===== config.mk =====
export PLATFORM = sky130hd
export DESIGN_NAME = hazard_ctrl
export DESIGN_NICKNAME = d
export VERILOG_FILES = /design/src/rtl/hazard_ctrl.sv
export SDC_FILE = /design/constraint.sdc
export NUM_CORES = 1
export LEC_CHECK = 0
export CAP_MARGIN = 20
export CORE_AREA = 2 2 39 41
export DETAILED_ROUTE_END_ITERATION = 6
export DIE_AREA = 0 0 41 43
export HOLD_SLACK_MARGIN = 0.03
export PLACE_DENSITY = 0.73
export SKIP_CTS_REPAIR_TIMING = 1
export SYNTH_ARGS = -nofsm -noshare
export SYNTH_HDL_FRONTEND = slang
export SYNTH_SLANG_ARGS = --single-unit

===== constraint.sdc =====
create_clock -name clk -period 2.58 [get_ports clk]
set_input_delay 0.387 -clock clk [delete_from_list [all_inputs] [get_ports clk]]
set_output_delay 0.387 -clock clk [all_outputs]
set_load 0.02 [all_outputs]

===== src/rtl/hazard_ctrl.sv =====
// Pipeline hazard controller: stall/flush/PC-enable generation and HLT drain sequencing.
// Optional performance counters are enabled by defining HAZARD_PERF_CNT_EN.
module hazard_ctrl #(
    parameter int DRAIN_CYCLES = 3,
    parameter int CNT_WIDTH    = 16
) (
    input  logic                 clk,
    input  logic                 rst,
    input  logic [3:0]           ID_rs,
    input  logic [3:0]           ID_rt,
    input  logic                 ID_uses_rt,
    input  logic                 ID_Halt,
    input  logic                 ID_BranchTaken,
    input  logic                 EX_MemRead,
    input  logic [3:0]           EX_rd,
    input  logic                 icache_miss,
    input  logic                 dcache_miss,
    output logic                 pc_wen,
    output logic                 IFID_stall,
    output logic                 IFID_flush,
    output logic                 IDEX_stall,
    output logic                 IDEX_flush,
    output logic                 EXMEM_stall,
    output logic                 MEMWB_stall,
`ifdef HAZARD_PERF_CNT_EN
    output logic [CNT_WIDTH-1:0] cnt_loaduse,
    output logic [CNT_WIDTH-1:0] cnt_freeze,
    output logic [CNT_WIDTH-1:0] cnt_flush,
`endif
    output logic                 halted
);

    localparam int DW = $clog2(DRAIN_CYCLES + 1);

    typedef enum logic [1:0] {
        RUN,
        DRAIN,
        HALTED
    } state_t;

    state_t        state;
    state_t        state_nxt;
    logic [DW-1:0] drain_cnt;
    logic [DW-1:0] drain_cnt_nxt;
    logic          load_use;

    assign load_use = EX_MemRead && (EX_rd != 4'd0) &&
                      ((EX_rd == ID_rs) || (ID_uses_rt && (EX_rd == ID_rt)));

    always_ff @(posedge clk) begin
        if (!rst) begin
            state     <= RUN;
            drain_cnt <= DRAIN_CYCLES[DW-1:0];
            halted    <= 1'b0;
        end else begin
            state     <= state_nxt;
            drain_cnt <= drain_cnt_nxt;
            halted    <= (state_nxt == HALTED);
        end
    end

    always_comb begin
        pc_wen        = 1'b0;
        IFID_stall    = 1'b0;
        IFID_flush    = 1'b0;
        IDEX_stall    = 1'b0;
        IDEX_flush    = 1'b0;
        EXMEM_stall   = 1'b0;
        MEMWB_stall   = 1'b0;
        state_nxt     = state;
        drain_cnt_nxt = drain_cnt;

        if (!rst) begin
            IFID_flush = 1'b1;
            IDEX_flush = 1'b1;
        end else begin
            case (state)
                RUN: begin
                    if (dcache_miss) begin
                        IFID_stall  = 1'b1;
                        IDEX_stall  = 1'b1;
                        EXMEM_stall = 1'b1;
                        MEMWB_stall = 1'b1;
                    end else if (load_use) begin
                        IFID_stall = 1'b1;
                        IDEX_flush = 1'b1;
                    end else if (ID_Halt) begin
                        // HLT moves on into ID/EX; nothing younger is fetched behind it
                        IFID_flush    = 1'b1;
                        state_nxt     = DRAIN;
                        drain_cnt_nxt = DRAIN_CYCLES[DW-1:0];
                    end else if (icache_miss) begin
                        IFID_flush = 1'b1;
                    end else if (ID_BranchTaken) begin
                        pc_wen     = 1'b1;
                        IFID_flush = 1'b1;
                    end else begin
                        pc_wen = 1'b1;
                    end
                end
                DRAIN: begin
                    if (dcache_miss) begin
                        IFID_stall  = 1'b1;
                        IDEX_stall  = 1'b1;
                        EXMEM_stall = 1'b1;
                        MEMWB_stall = 1'b1;
                    end else begin
                        if (load_use) begin
                            IFID_stall = 1'b1;
                            IDEX_flush = 1'b1;
                        end else begin
                            IFID_flush = 1'b1;
                        end
                        // The last older instruction leaves WB on the cycle the count hits zero
                        if (drain_cnt <= DW'(1)) begin
                            state_nxt     = HALTED;
                            drain_cnt_nxt = '0;
                        end else begin
                            drain_cnt_nxt = drain_cnt - DW'(1);
                        end
                    end
                end
                HALTED: begin
                    IFID_stall  = 1'b1;
                    IDEX_stall  = 1'b1;
                    EXMEM_stall = 1'b1;
                    MEMWB_stall = 1'b1;
                end
                default: begin
                    state_nxt = RUN;
                end
            endcase
        end
    end

`ifdef HAZARD_PERF_CNT_EN
    logic freeze_act;
    logic loaduse_act;
    logic branch_act;

    assign freeze_act  = rst && (state != HALTED) && dcache_miss;
    assign loaduse_act = rst && (state != HALTED) && !dcache_miss && load_use;
    assign branch_act  = rst && (state == RUN) && !dcache_miss && !load_use &&
                         !ID_Halt && !icache_miss && ID_BranchTaken;

    // Saturating event counters; the activity terms already exclude HALTED
    always_ff @(posedge clk) begin
        if (!rst) begin
            cnt_loaduse <= '0;
            cnt_freeze  <= '0;
            cnt_flush   <= '0;
        end else begin
            if (loaduse_act && (cnt_loaduse != '1)) cnt_loaduse <= cnt_loaduse + 1'b1;
            if (freeze_act && (cnt_freeze != '1))   cnt_freeze  <= cnt_freeze + 1'b1;
            if (branch_act && (cnt_flush != '1))    cnt_flush   <= cnt_flush + 1'b1;
        end
    end
`endif

endmodule


======== Yosys cells after proc, flatten, opt, wreduce, memory -nomap -nowiden ========
Index checks and enable logic that the tools add are counted.
W data, S select, Z words.
storage, ports and cells
  output and inout port bits .............. 8
  bits in registers ....................... 5
  memories kept ........................... 0
  bits of input ports ..................... 20
  RAM bits ................................ 0
  bits in read-only memories .............. 0
  bits in latches ......................... 0
cells by class
  bitwise operators ....................... 0
  reduce and logical (&&, ||, !) cells .... 9
  magnitude comparators ................... 1
  $add $sub $neg .......................... 1
  multiply operators ...................... 0
  equal/unequal tests ..................... 9
  shift operators ......................... 0
  divide/modulo/power cells ............... 0
  multiplexer cells ....................... 38
operators by type and width
  kind                   count
  $mux W1                22
  $mux W2                11
  $eq A4 B4 Y1           2
  $ne A2 B2 Y1 const B   4
  $pmux W1 S2            3
  $pmux W2 S3            1
  $reduce_and A5 Y1      1
  $eq A2 B2 Y1 const B   2
  $pmux W2 S2            1
  $reduce_bool A4 Y1     1
  $logic_and A1 B1 Y1    3
  $eq A2 B1 Y1 const B   1
  $le A2 B1 Y1 const B   1
  $logic_not A2 Y1       1
  $reduce_bool A2 Y1     1
  $reduce_or A2 Y1       1
  $sub A2 B1 Y2 const B  1
  $logic_or A1 B1 Y1     1

======== Depth between registers and ports, before layout ========
  word-level depth ........................ 9
  depth in mapped cells ................... 5

======== Least setup slack after synthesis ========
OpenSTA, ideal clock, no wires.
  kind .................................... input-to-output
  start point ............................. input port EX_rd[0]
  end point ............................... output port IFID_flush
  arrival ................................. 1642 ps
  stages on the path ...................... 4
  buffers on the path ..................... 0
  setup slack ............................. 551 ps
  cell sequence ........................... o41a_1 -> nand3_2 -> o221ai_1 -> o21ai_0
on the way
  word-level cells in the longest chain between the ends .. 8
  elaborated cells on any way between the ends .. 13
RTL lines
  what                               line     RTL
  start: declaration                 15       input logic [3:0] EX_rd,
  $eq A4 B4 Y1                       48       ((EX_rd == ID_rs) || (ID_uses_rt && (EX_rd == ID_rt)));
  $logic_and A1 B1 Y1                48
  $logic_or A1 B1 Y1                 48
  $logic_and A1 B1 Y1 (*)            47       assign load_use = EX_MemRead && (EX_rd != 4'd0) &&
  $mux W1, on equally long branches  108, 84
  $mux W1, on equally long branches  102, 79
  $pmux W1 S2 (*)                    77       case (state)
  $mux W1 (*)                        73       if (!rst) begin
  end: declaration                   20       output logic IFID_flush,
Every way passes the cells marked *; elsewhere a longest branch is shown, timed or not.

======== Final worst setup path ========
  start point ............................. input port EX_rd[0]
  end point ............................... output port IFID_stall
on the way
  word-level cells in the longest chain between the ends .. 8
  elaborated cells on any way between the ends .. 11
RTL lines
  what                     line     RTL
  $eq A4 B4 Y1             48
  $logic_and A1 B1 Y1      48
  $logic_or A1 B1 Y1       48
  $logic_and A1 B1 Y1 (*)  47
  $mux W1 (*)              84, 108
  $mux W1 (*)              102      if (dcache_miss) begin
  $pmux W1 S2 (*)          77
  $mux W1 (*)              73
  end: declaration         19       output logic IFID_stall,
Marked as above.

==> results.ini <==
[outcome]
outcome=complete, no violations

[clock_network]
cts_sinks=5
path_clk_slew_ns=0.05
clockRootBuffer=clkbuf_4
cts.path.max_buffers=2
clock_latency_ns=0.24
cts_made_buffers=3
htreeDepth=1
tritoncts=done

[global_routing]
antenna_found_initial=0
grt_pass1_vias=502
grt_pass1_wl_um=1840
grt_overflow=0
track_usage_pct=15.4
grt_max_degree=10

[worst_setup_path]
worst_setup_path_end_kind=primary output
reg2reg_depth=5
reg2reg_from=state[1]
critical_path_class=primary input to primary output
ff2ff_setup_slack_ns=1.38
rr_endpoint=drain_cnt[0]
critPathArrivalTime_ns=1.98
cp.required_ns=2.19
cp_max_fo=4
startpoint_type=primary input

[worst_hold_path]
hold_class=flop to flop
whs_endpoint=drain_cnt[0]
worstHoldPathCells=1
min_from=drain_cnt[0]

[routing]
drtIter0Drc=11
wl_um=1100
vias=505
met3_length_um=90
dr.pass1.iters=3
vias_per_cell=4.72
wire_per_inst_um=10.2
top_layer=met4
ant_nets=0
drcViolationCount=0
wl_met2_um=605
wl_met1_um=387

[logic_synthesis]
syn_area_um2=427
synthDistinctLibCells=29
ys_ff_latch=5
netlist_top_cells_count=8 x xnor2_1, 5 x dfxtp_1, 4 x nand2_1, 4 x nand2b_1
synth_most_common_cell=xnor2_1
synthArstFlopShare_pct=0
synth_top_area_share_pct=23.5
seq_area_frac_synth_pct=23.5
ys_top_cells_by_area=dfxtp_1 23%, xnor2_1 16%, nand2b_1 5.9%
ys.flop_type=dfxtp_1
yosysTopAreaCell=dfxtp_1
synth.avg_cell_area_um2=8.20
syn_inst=52
synth_edf_count=0
yosys_warnings=0
syn-num-nets=72

[sta]
finalHoldViolCount=0
period_minus_slack_ns=2.37
rsz0062_at_grt=false
period_share_pct=91.8
finClkSkew_ns=0.00620
max_slew_margin_pct=80.6
setup_viol=0
worst_slew_pin_slew_ns=0.289
drv_slew=0
holdWs_ns=0.463
fmax_mhz=422

[power]
ir_worst_vdd_mv=0.156
p_int_uw=205
seqPwrFrac_pct=29.5
p_switching_uw=82.6
comb_power_share_pct=38.4
p_clk_share_pct=32.1
power.leakage_nw=0.358
power_uw=287
power_per_cell_area_mw_per_mm2=349
swShare_pct=28.7

[placement]
dp_cells=103
gp_congestion=0.701
hpwl_um=907
io_buffers=27

[job]
drv_cap=0

[layout]
diodes=0
layout-drive-gt1-share_pct=22.0
syn2layout_area_growth_pct=93.3
finalNonFillerCells=107
nets=112

[floorplan]
ios=28
num_rows=14
die_w_um=41
start_util_pct=30.8
core-area_mm2=0.00138
die-height_um=43
die-area_mm2=0.00176

registers in the layout, indices dropped and copies added, names as in the netlist:
signal and cells:
drain_cnt 2, halted 1, state 2
routing by layer:
metal	up-vias	global-route usage (%)
li1	266	-
met1	215	14.4
met2	22	27.5
met3	2	4.71
met4	0	8.00
met5	-	0
through the flow:
stage               util (%)  setup TNS (ns)  setup WS, ns  cell area [um^2]
floorplan                  -               0         0.551               427
global placement        56.4          -0.530        -0.176               781
global route            59.6               0        0.0743               825
detailed placement      56.4          -0.702        -0.228               781
finish                  59.6               0         0.211               825
CTS                     58.4          -0.717        -0.230               808
critical path, stage by stage:
cell	delay [ns]
clkdlybuf4s50_1	0.45
buf_4	0.16
xnor2_1	0.14
nand4_1	0.16
o221ai_2	0.28
and3_1	0.19
dlymetal6s2s_1	0.22
layout by cell type (no fill, tap or decap), types with 2 or more instances in the layout:
cell type / instances
clkbuf_4: 3
nand2b_1: 4
and2_1: 3
o22ai_1: 2
dfxtp_1: 5
clkdlybuf4s50_1: 23
xnor2_1: 8
dlymetal6s2s_1: 4
nor2_1: 3
nand2_1: 4
buf_4: 11
worst max path at each step:
stage                       endpoint     start
final                     IFID_stall  EX_rd[0]
after global routing      IFID_stall  EX_rd[0]
after CTS                 IFID_stall  EX_rd[0]
after detailed placement  IFID_stall  EX_rd[0]
after global placement    IFID_stall  EX_rd[0]
after floorplan           IFID_flush  EX_rd[0]
cells by family (layout without fill, tap and decap cells):
kind of cell / count (synthesis) / after routing / synth area share, %
compound gates: 14 / 14 / 28.4
flops: 5 / 5 / 23.5
xor+xnor: 8 / 8 / 16.4
simple gates: 20 / 20 / 25.5
buf+inv: 5 / 44 / 6.15
power groups by stage:
stage / logic [mW] / registers, mW / clock network, mW
final: 0.110 / 0.0847 / 0.0923
after floorplan: 0.0496 / 0.0834 / 0
after global routing: 0.120 / 0.0855 / 0.105
after global placement: 0.109 / 0.0863 / 0
after detailed placement: 0.110 / 0.0864 / 0
after CTS: 0.111 / 0.0847 / 0.0993
area by class of cell:
class	instances	area (um^2)
clock buffers	3	22.5
clock inverters	1	5.00
fillers	134	559
inverters	2	7.51
multi-input cells	42	307
flip-flops and latches	5	100
well taps	16	20.0
repair buffers	38	363
No activity file was read; power rests on OpenSTA's default activity.
